<file path="config.mk">
export PLATFORM = sky130hd
export DESIGN_NAME = div
export DESIGN_NICKNAME = d
export VERILOG_FILES = /design/src/rtl/div_pkg.sv /design/src/rtl/div_step.sv /design/src/rtl/div.sv
export SDC_FILE = /design/constraint.sdc
export NUM_CORES = 1
export LEC_CHECK = 0
export CORE_AREA = 2 2 145 147
export CTS_CLUSTER_SIZE = 16
export DETAILED_ROUTE_END_ITERATION = 8
export DIE_AREA = 0 0 147 149
export PLACE_DENSITY = 0.78
export SETUP_SLACK_MARGIN = 0.05
export SLEW_MARGIN = 25
export SYNTH_ARGS = -nofsm -noshare
export SYNTH_HDL_FRONTEND = slang
export SYNTH_SLANG_ARGS = --single-unit
</file>
<file path="constraint.sdc">
create_clock -name clk -period 7.93 [get_ports clk]
set_clock_uncertainty 0.05 [all_clocks]
set_input_delay 2.379 -clock clk [delete_from_list [all_inputs] [get_ports clk]]
set_output_delay 2.379 -clock clk [all_outputs]
set_load 0.005 [all_outputs]
</file>
<file path="src/rtl/div_pkg.sv">
// Shared encodings for the multi-cycle divider: FSM states, handshake levels
// and the ALU op codes that ex decodes to reach it.
package div_pkg;

    typedef enum logic [1:0] {
        DivFree   = 2'b00,
        DivByZero = 2'b01,
        DivOn     = 2'b10,
        DivEnd    = 2'b11
    } div_state_e;

    localparam logic DivResultReady    = 1'b1;
    localparam logic DivResultNotReady = 1'b0;
    localparam logic DivStart          = 1'b1;
    localparam logic DivStop           = 1'b0;

    localparam logic [7:0] EXE_DIV_OP  = 8'b00011010;
    localparam logic [7:0] EXE_DIVU_OP = 8'b00011011;

endpackage

</file>
<file path="src/rtl/div_step.sv">
// One restoring-division step: shift {rem, dvd} left, trial-subtract the
// divisor, keep or restore, and shift the quotient bit into dvd.
module div_step #(
    parameter int WIDTH = 32
) (
    input  logic [WIDTH-1:0] rem,
    input  logic [WIDTH-1:0] dvd,
    input  logic [WIDTH-1:0] dvs,
    output logic [WIDTH-1:0] rem_next,
    output logic [WIDTH-1:0] dvd_next
);

    logic [WIDTH:0] shifted;
    logic [WIDTH:0] diff;

    // rem < dvs always holds, so bit WIDTH of diff is a true borrow flag.
    always_comb begin
        shifted  = {rem, dvd[WIDTH-1]};
        diff     = shifted - {1'b0, dvs};
        rem_next = diff[WIDTH-1:0];
        dvd_next = {dvd[WIDTH-2:0], 1'b1};
        if (diff[WIDTH]) begin
            rem_next = shifted[WIDTH-1:0];
            dvd_next = {dvd[WIDTH-2:0], 1'b0};
        end
    end

endmodule

</file>
<file path="src/rtl/div.sv">
// Radix-2 restoring divider for DIV/DIVU: one quotient bit per clock,
// returns {remainder, quotient} for HI/LO writeback.
module div
    import div_pkg::*;
#(
    parameter int WIDTH = 32,
    parameter int CNT_W = 6
) (
    input  logic               clk,
    input  logic               rst,
    input  logic               signed_div_i,
    input  logic [WIDTH-1:0]   opdata1_i,
    input  logic [WIDTH-1:0]   opdata2_i,
    input  logic               start_i,
    input  logic               annul_i,
    output logic [2*WIDTH-1:0] result_o,
    output logic               ready_o
);

    div_state_e       state;
    logic [CNT_W-1:0] cnt;
    logic [WIDTH-1:0] rem;
    logic [WIDTH-1:0] dvd;
    logic [WIDTH-1:0] dvs;
    logic [WIDTH-1:0] rem_next;
    logic [WIDTH-1:0] dvd_next;
    logic             neg_q;
    logic             neg_r;

    function automatic logic [WIDTH-1:0] negate(input logic [WIDTH-1:0] v);
        logic signed [WIDTH-1:0] s;
        s = $signed(v);
        return $unsigned(-s);
    endfunction

    function automatic logic [WIDTH-1:0] magnitude(input logic [WIDTH-1:0] v,
                                                   input logic             sgn);
        return (sgn && v[WIDTH-1]) ? negate(v) : v;
    endfunction

    div_step #(.WIDTH(WIDTH)) u_step (
        .rem      (rem),
        .dvd      (dvd),
        .dvs      (dvs),
        .rem_next (rem_next),
        .dvd_next (dvd_next)
    );

    // Datapath registers (rem/dvd/dvs/sign flags) are only meaningful in
    // DivOn and are always loaded on accept, so they carry no reset.
    always_ff @(posedge clk) begin
        if (rst) begin
            state    <= DivFree;
            ready_o  <= DivResultNotReady;
            result_o <= '0;
            cnt      <= '0;
        end else begin
            case (state)
                DivFree: begin
                    if (start_i == DivStart && !annul_i) begin
                        cnt <= '0;
                        if (opdata2_i == '0) begin
                            state <= DivByZero;
                        end else begin
                            dvd   <= magnitude(opdata1_i, signed_div_i);
                            dvs   <= magnitude(opdata2_i, signed_div_i);
                            rem   <= '0;
                            neg_q <= signed_div_i && (opdata1_i[WIDTH-1] ^ opdata2_i[WIDTH-1]);
                            neg_r <= signed_div_i && opdata1_i[WIDTH-1];
                            state <= DivOn;
                        end
                    end
                end
                DivByZero: begin
                    // Two cycles here so ready_o shows two edges after accept.
                    if (annul_i) begin
                        state    <= DivFree;
                        ready_o  <= DivResultNotReady;
                        result_o <= '0;
                    end else if (cnt == '0) begin
                        cnt <= CNT_W'(1);
                    end else begin
                        state    <= DivEnd;
                        result_o <= '0;
                        ready_o  <= DivResultReady;
                    end
                end
                DivOn: begin
                    if (annul_i) begin
                        state    <= DivFree;
                        ready_o  <= DivResultNotReady;
                        result_o <= '0;
                    end else if (cnt != CNT_W'(WIDTH)) begin
                        rem <= rem_next;
                        dvd <= dvd_next;
                        cnt <= cnt + CNT_W'(1);
                    end else begin
                        state    <= DivEnd;
                        result_o <= {(neg_r ? negate(rem) : rem),
                                     (neg_q ? negate(dvd) : dvd)};
                        ready_o  <= DivResultReady;
                    end
                end
                DivEnd: begin
                    if (start_i == DivStop) begin
                        state    <= DivFree;
                        ready_o  <= DivResultNotReady;
                        result_o <= '0;
                    end
                end
            endcase
        end
    end

endmodule

</file>
==> results of run 1 <==
-- worst max-delay path: cells and delay by family --
kind	cells	cell delay (ps)
buffers and inverters	2	850
and+or+nand+nor	8	2180
-- Yosys cell counts, drive strengths merged, types with 2 or more instances --
library cell	count	area share, %
a21boi	6	0.41
o2111ai	5	0.40
a21o	13	0.88
o211ai	7	0.47
nand3b	7	0.47
a22o	21	1.7
xor2	63	5.1
and4	2	0.16
dfxtp	73	13
nor4	13	1.2
o22ai	3	0.17
a31oi	6	0.47
ha	44	5.0
a22oi	26	1.8
or4	12	0.85
and3	5	0.28
nand3	16	0.84
nor2b	7	0.40
nor4b	2	0.16
a211oi	4	0.27
a21oi	103	4.7
nor3	48	2.3
o221ai	2	0.16
nand2	143	4.8
clkinv	2	0.068
edfxtp	98	27
mux2i	6	0.54
a311oi	3	0.29
buf	17	0.85
inv	59	2.0
o21a	9	0.61
o21bai	5	0.34
clkbuf	37	1.3
o21ai	82	3.7
or3	20	1.3
nor2	115	3.9
xnor2	77	6.2
a211o	2	0.16
o41ai	13	1.4
and2	12	0.70
nand2b	12	0.68
or2	8	0.45
o31ai	21	1.4
nand4	9	0.51
-- area by class of cell --
type | instances | area, um^2
fill | 1708 | 7340
multi-input combinational | 962 | 6220
sequential | 171 | 4400
timing repair buffer | 144 | 1410
clock buffer | 18 | 429
tap | 275 | 344
inverter | 61 | 229
clock inverter | 14 | 184
-- per-layer routing --
layer / part of all wire, % / vias to the layer above / track usage [%]
met5: 0 / - / 0
met4: 1.7 / 0 / 8.13
met3: 7.4 / 40 / 4.40
met2: 46 / 378 / 41.6
met1: 45 / 4582 / 36.8
li1: - / 4706 / -
-- layout by cell type, fill, tap and decap left out, types with 8 or more instances in the layout --
| cell | netlist | final |
|---|---|---|
| sky130_fd_sc_hd__and2_1 | 11 | 11 |
| sky130_fd_sc_hd__xor2_1 | 62 | 62 |
| sky130_fd_sc_hd__o21a_1 | 9 | 9 |
| sky130_fd_sc_hd__clkbuf_16 | 0 | 17 |
| sky130_fd_sc_hd__or4_1 | 11 | 11 |
| sky130_fd_sc_hd__a21o_1 | 13 | 13 |
| sky130_fd_sc_hd__edfxtp_1 | 98 | 98 |
| sky130_fd_sc_hd__ha_1 | 44 | 43 |
| sky130_fd_sc_hd__nor2_1 | 115 | 115 |
| sky130_fd_sc_hd__a22o_1 | 21 | 21 |
| sky130_fd_sc_hd__nand2_1 | 143 | 143 |
| sky130_fd_sc_hd__o31ai_1 | 21 | 21 |
| sky130_fd_sc_hd__or3_1 | 16 | 16 |
| sky130_fd_sc_hd__nor3_1 | 46 | 45 |
| sky130_fd_sc_hd__buf_4 | 1 | 11 |
| sky130_fd_sc_hd__a22oi_1 | 26 | 26 |
| sky130_fd_sc_hd__o41ai_1 | 8 | 8 |
| sky130_fd_sc_hd__dfxtp_1 | 73 | 73 |
| sky130_fd_sc_hd__nand3_1 | 15 | 15 |
| sky130_fd_sc_hd__xnor2_1 | 76 | 76 |
| sky130_fd_sc_hd__nand2b_1 | 12 | 12 |
| sky130_fd_sc_hd__clkdlybuf4s50_1 | 0 | 132 |
| sky130_fd_sc_hd__a21oi_1 | 103 | 103 |
| sky130_fd_sc_hd__nand4_1 | 9 | 9 |
| sky130_fd_sc_hd__inv_1 | 59 | 59 |
| sky130_fd_sc_hd__o21ai_0 | 80 | 80 |
-- state kept, by name, indices dropped and copies added (netlist names) --
| signal | flops |
|---|---|
| cnt | 6 |
| dvd | 32 |
| dvs | 32 |
| neg_q | 1 |
| neg_r | 1 |
| ready_o | 1 |
| rem | 32 |
| result_o | 64 |
| state | 2 |
-- path summary, 6_finish.rpt --
kind / startpoint / to / depth (start not counted)
hold reg to reg: result_o[19] / result_o[19] / 1
setup reg to reg: rem[24] / rem[24] / 10
hold / removal: result_o[19] / result_o[19] / 1
setup / recovery: opdata2_i[2] / dvd[21] / 10
-- kinds of logic (layout without fill, tap and decap cells) --
logic type	Yosys count	after routing	share of synthesized area, %
flip-flops	171	171	39.8
XOR/XNOR	140	140	11.2
buffers and inverters	115	237	4.17
AO/OA/AOI/OAI	338	338	19.8
AND/OR/NAND/NOR	433	433	19.3
adder cells (fa/ha/maj)	45	45	5.15
multiplexers	6	6	0.543
-- stage by stage --
step	instance area [um^2]	std cells	worst slack, ps	util [%]
2_1_floorplan	11100	1248	483	-
3_3_place_gp	12600	1613	2210	61.3
3_5_place_dp	12600	1613	2110	61.3
4_1_cts	13200	1645	2570	64.3
5_1_grt	13200	1645	2310	64.3
6_report	13200	1645	2540	64.3
-- power by group --
| part | internal, mW | total (mW) | switching [mW] |
|---|---|---|---|
| registers | 1.07 | 1.17 | 0.0991 |
| clock network | 0.504 | 0.878 | 0.374 |
| logic | 0.371 | 0.999 | 0.628 |
==> flow_metrics.py, run 1 <==
metrics = {
    "detailed_routing": {
        "first_iter_violations": 1053,
        "drt_first_pass_iters": 5,
        "post-route-drc-count": 0,
        "vias": 9706,
        "via_per_inst": 5.90,
        "drtAntennaViolNets": 0,
        "routed_wl_per_cell_um": 17.1,
        "wirelength_mm": 28.2,
    },
    "sta": {
        "slew_violations": 0,
        "achievable_frequency_mhz": 185,
        "timing.setup.tns_ps": 0,
        "slew_headroom_pct": 31.4,
        "holdWs_ps": 434,
        "min_period_over_period_pct": 68.0,
        "setup-violations-final": 0,
        "hold_viol": 0,
        "layout_min_cycle_time_ps": 5390,
        "worst_pin_slew_ps": 1030,
        "rsz0062_at_grt": "no",
    },
    "setup_path": {
        "timing.critical_path.fanout_max": 64,
        "startpoint_type": "input port",
        "slack_of_the_worst_reg_to_reg_path_ps": 4420,
        "setup.worst_path.class": "in2reg",
        "critical_path_at_ps": 5420,
        "path_common_cell": "sky130_fd_sc_hd__or3_4",
        "critical-path-slowest-cell": "sky130_fd_sc_hd__clkdlybuf4s50_1",
        "timing.critical_path.cells": "clkdlybuf4s50_1 -> or3_4 -> nor3b_4 -> and2_4 -> nand3_4 -> or3_4 -> nor3_2 -> nand2_1 -> and3_2 -> buf_4",
        "cp-end-kind": "flip-flop",
        "crit_path_max_incr_delay_ps": 470,
        "timing.critical_path.required_ps": 7960,
    },
    "clocking": {
        "clockBufferDepth": 2,
        "cts_htree_levels": 4,
        "worst_setup_hold_path_clk_slew_ps": 70,
        "cts.hold.buffers_added": 0,
        "cts-root-buf": "sky130_fd_sc_hd__clkbuf_16",
        "clkLatencyLatePin_ps": 440,
        "cts_tree": "done",
        "post_cts_resized": 0,
        "cts_buffers": 17,
        "cts_num_sinks": 171,
        "post_cts.repair.setup_buffers": 0,
    },
    "die": {
        "floorplan.io_pins": 134,
        "num_rows": 53,
        "die_area_um2": 21900,
        "fp.coreArea_um2": 20600,
        "start_util_pct": 53.8,
        "die_x_um": 147,
        "chipHeight_um": 149,
    },
    "global_routing": {
        "grt_pass1_wl_mm": 45.7,
        "grt_overflow_total": 0,
        "antenna_violations_before_repair": 0,
        "grt_max_degree": 88,
        "grt_pass1_vias": 8879,
        "grtUsageTotal_pct": 26.1,
    },
    "yosys": {
        "synthesis.instances": 1248,
        "synth_async_sr_flop_share_pct": 0,
        "syn_area_per_cell_um2": 8.87,
        "post_syn_nets": 1362,
        "synth_sequential_area_ratio_pct": 39.8,
        "ys_dominant_reg_cell": "sky130_fd_sc_hd__edfxtp_1",
        "synth_area_um2": 11100,
        "yosys_register_bits": 171,
        "yosysUniqueCellTypes": 72,
        "synth-edff-count": 98,
        "ys.warnings.count": 0,
    },
    "pwr": {
        "power_per_cell_area_nw_per_um2": 231,
        "overall_power_after_layout_mw": 3.05,
        "power_leakage_nw": 4.76,
        "vdd.ir_drop.worst_mv": 0.156,
    },
    "finish": {
        "syn2layout_area_growth_pct": 19.4,
        "insertedDiodeCount": 0,
        "layout.nets": 1471,
        "final_layout_size_suffix_gt1_share_pct": 5.69,
    },
    "flow_run": {
        "max-cap-violations": 0,
    },
    "run_status": {
        "status": "complete, no violations",
    },
    "hold_path": {
        "hp-class": "reg2reg",
    },
    "placed_design": {
        "routabilityCongestion": 0.940,
        "hpwlAfterDp_mm": 20.9,
        "portBuffers": 133,
    },
}
No activity file was read; power rests on OpenSTA's default activity.
==> run 2: changes to the inputs <==
--- a/config.mk
+++ b/config.mk
@@ -5,10 +5,10 @@
 export SDC_FILE = /design/constraint.sdc
 export NUM_CORES = 1
 export LEC_CHECK = 0
-export CORE_AREA = 2 2 145 147
+export CORE_AREA = 2 2 149 151
 export CTS_CLUSTER_SIZE = 16
 export DETAILED_ROUTE_END_ITERATION = 8
-export DIE_AREA = 0 0 147 149
+export DIE_AREA = 0 0 151 153
 export PLACE_DENSITY = 0.78
 export SETUP_SLACK_MARGIN = 0.05
 export SLEW_MARGIN = 25
==> constraint.sdc (replaced) <==
create_clock -name clk -period 4.6 [get_ports clk]
set_clock_uncertainty 0.05 [all_clocks]
set_input_delay 1.38 -clock clk [delete_from_list [all_inputs] [get_ports clk]]
set_output_delay 1.38 -clock clk [all_outputs]
set_load 0.005 [all_outputs]
==> run 2 against run 1 <==
  * Setup slack lost 2000 ps
  * Sequential power rose by 73%
  * Power grew 68%
  * First-iteration DRC count is 10% lower
  * Sequential cell count stayed put
  * Utilization decreased by 2.5 points
  * Register-to-register slack got worse by 3500 ps
  * Final cell count is 0.85% higher
  * Clock power rose by 57%
  * Largest cell class unchanged
  * Largest power group unchanged
==> flow_metrics.py, run 2 (synthesis gave the netlist of run 1 again) <==
metrics = {
    "clocking": {
        "post_cts.repair.setup_buffers": 0,
        "clkLatencyLatePin_ps": 440,
        "post_cts_resized": 0,
        "worst_setup_hold_path_clk_slew_ps": 60,
        "cts_tree": "done",
        "cts-root-buf": "sky130_fd_sc_hd__clkbuf_16",
        "clockBufferDepth": 2,
        "cts.hold.buffers_added": 0,
        "cts_buffers": 17,
        "cts_num_sinks": 171,
        "cts_htree_levels": 4,
    },
    "setup_path": {
        "crit_path_max_incr_delay_ps": 570,
        "critical_path_at_ps": 4180,
        "critical_path.n_buffers_inverters": 2,
        "timing.critical_path.fanout_max": 34,
        "worst_path_dominant_cell_family": "simple AND/OR/NAND/NOR gates",
        "startpoint_type": "input port",
        "timing.critical_path.cells": "clkdlybuf4s50_1 -> or4_4 -> nor4_4 -> and2_4 -> nand3_4 -> or3_4 -> nor3_2 -> nand2b_1 -> nor4b_4 -> buf_4",
        "reg2reg_depth": 10,
        "critical-path-slowest-cell": "sky130_fd_sc_hd__or4_4",
        "setup.worst_path.class": "in2reg",
        "timing.critical_path.required_ps": 4690,
        "cp.depth": 10,
        "cp-end-kind": "flip-flop",
    },
    "die": {
        "chipHeight_um": 153,
        "floorplan.io_pins": 134,
        "fp.coreArea_um2": 21500,
        "start_util_pct": 51.5,
        "die_area_um2": 23100,
        "die_x_um": 151,
        "num_rows": 54,
    },
    "detailed_routing": {
        "first_iter_violations": 946,
        "routed_wl_per_cell_um": 16.9,
        "drt_first_pass_iters": 5,
        "vias": 9687,
        "drtAntennaViolNets": 0,
        "via_per_inst": 5.84,
        "wirelength_mm": 28.0,
        "post-route-drc-count": 0,
    },
    "finish": {
        "final_layout_size_suffix_gt1_share_pct": 6.38,
        "finalCoreUtilization_pct": 61.8,
        "insertedDiodeCount": 0,
        "largest_register_ffs": 64,
        "largest-register": "result_o",
        "layout.nets": 1480,
        "final_common_cell": "sky130_fd_sc_hd__nand2_1",
        "most-common-layout-cells": "sky130_fd_sc_hd__nand2_1 (143), sky130_fd_sc_hd__clkdlybuf4s50_1 (132), sky130_fd_sc_hd__nor2_1 (114), sky130_fd_sc_hd__a21oi_1 (103), sky130_fd_sc_hd__edfxtp_1 (98)",
        "syn2layout_area_growth_pct": 20.0,
        "postLayoutCellArea_um2": 13300,
        "count_of_fill_cells_added_during_filler_insertion": 1814,
    },
    "sta": {
        "setup-violations-final": 0,
        "layout_min_cycle_time_ps": 4090,
        "holdWs_ps": 431,
        "slew_headroom_pct": 32.0,
        "rsz0062_at_grt": "no",
        "slew_violations": 0,
        "achievable_frequency_mhz": 245,
        "min_period_over_period_pct": 88.8,
        "timing.setup.tns_ps": 0,
        "worst_slack_ps": 514,
        "hold_viol": 0,
        "worst_pin_slew_ps": 1020,
    },
    "global_routing": {
        "grt_pass1_vias": 9136,
        "grt_max_degree": 87,
        "grtUsageTotal_pct": 24.6,
        "grt_overflow_total": 0,
        "antenna_violations_before_repair": 0,
        "grt_pass1_wl_mm": 45.7,
    },
    "placed_design": {
        "portBuffers": 133,
        "detailedPlace.worstSlack_ps": 71.8,
        "hpwlAfterDp_mm": 21.0,
        "standard_cell_area_after_detailed_placement_um2": 12700,
        "routabilityCongestion": 0.922,
    },
    "hold_path": {
        "hp-class": "reg2reg",
        "worstHoldPathCells": 1,
    },
    "pwr": {
        "power_per_cell_area_nw_per_um2": 386,
        "vdd.ir_drop.worst_mv": 0.178,
        "power_leakage_nw": 4.79,
    },
    "flow_run": {
        "max-cap-violations": 0,
    },
    "run_status": {
        "status": "complete, no violations",
    },
}
## run 2: cell types whose count changed in the layout (fill, tap and decap cells not counted), moves of 2 or more
cell                         before  now
sky130_fd_sc_hd__buf_12           0    2
sky130_fd_sc_hd__buf_4           11   18
sky130_fd_sc_hd__bufinv_16        3    0
sky130_fd_sc_hd__clkinvlp_4       1    4
## run 2: per-stage QoR
step / power [mW] / cells
2_1_floorplan: 3.23 / 1248
3_3_place_gp: 3.71 / 1627
3_5_place_dp: 3.76 / 1627
4_1_cts: 5.13 / 1659
5_1_grt: 5.42 / 1659
6_report: 5.13 / 1659
## run 2: per-layer routing
layer | vias up | global-route usage (%) | wire (um)
met4 | 0 | 8.81 | 679
met5 | - | 0 | 0
li1 | 4741 | - | -
met2 | 371 | 40.1 | 13300
met1 | 4523 | 33.4 | 12100
met3 | 52 | 3.40 | 1890
## run 2: path summary, 6_finish.rpt
kind / from / endpoint / slack (ps)
setup / recovery: opdata2_i[6] / dvs[11] / 510
hold reg to reg: result_o[57] / result_o[57] / 430
setup reg to reg: rem[16] / rem[0] / 920
hold / removal: result_o[57] / result_o[57] / 430
## run 2: layout make-up
cell class                 instances  area, um^2  share of cell area [%]
clock inverter                    14         111                   0.839
clock buffer                      18         450                    3.39
tap                              280         350                    2.64
timing repair buffer             153        1500                    11.3
multi-input combinational        962        6230                    46.9
inverter                          61         229                    1.72
sequential                       171        4400                    33.2
## run 2: report_power, final
group	leakage, nW	total [mW]	switching (mW)	internal, mW
Sequential	1.49	2.02	0.173	1.85
Combinational	3.03	1.73	1.08	0.658
Clock	0.264	1.38	0.645	0.732
Total	4.79	5.13	1.89	3.24
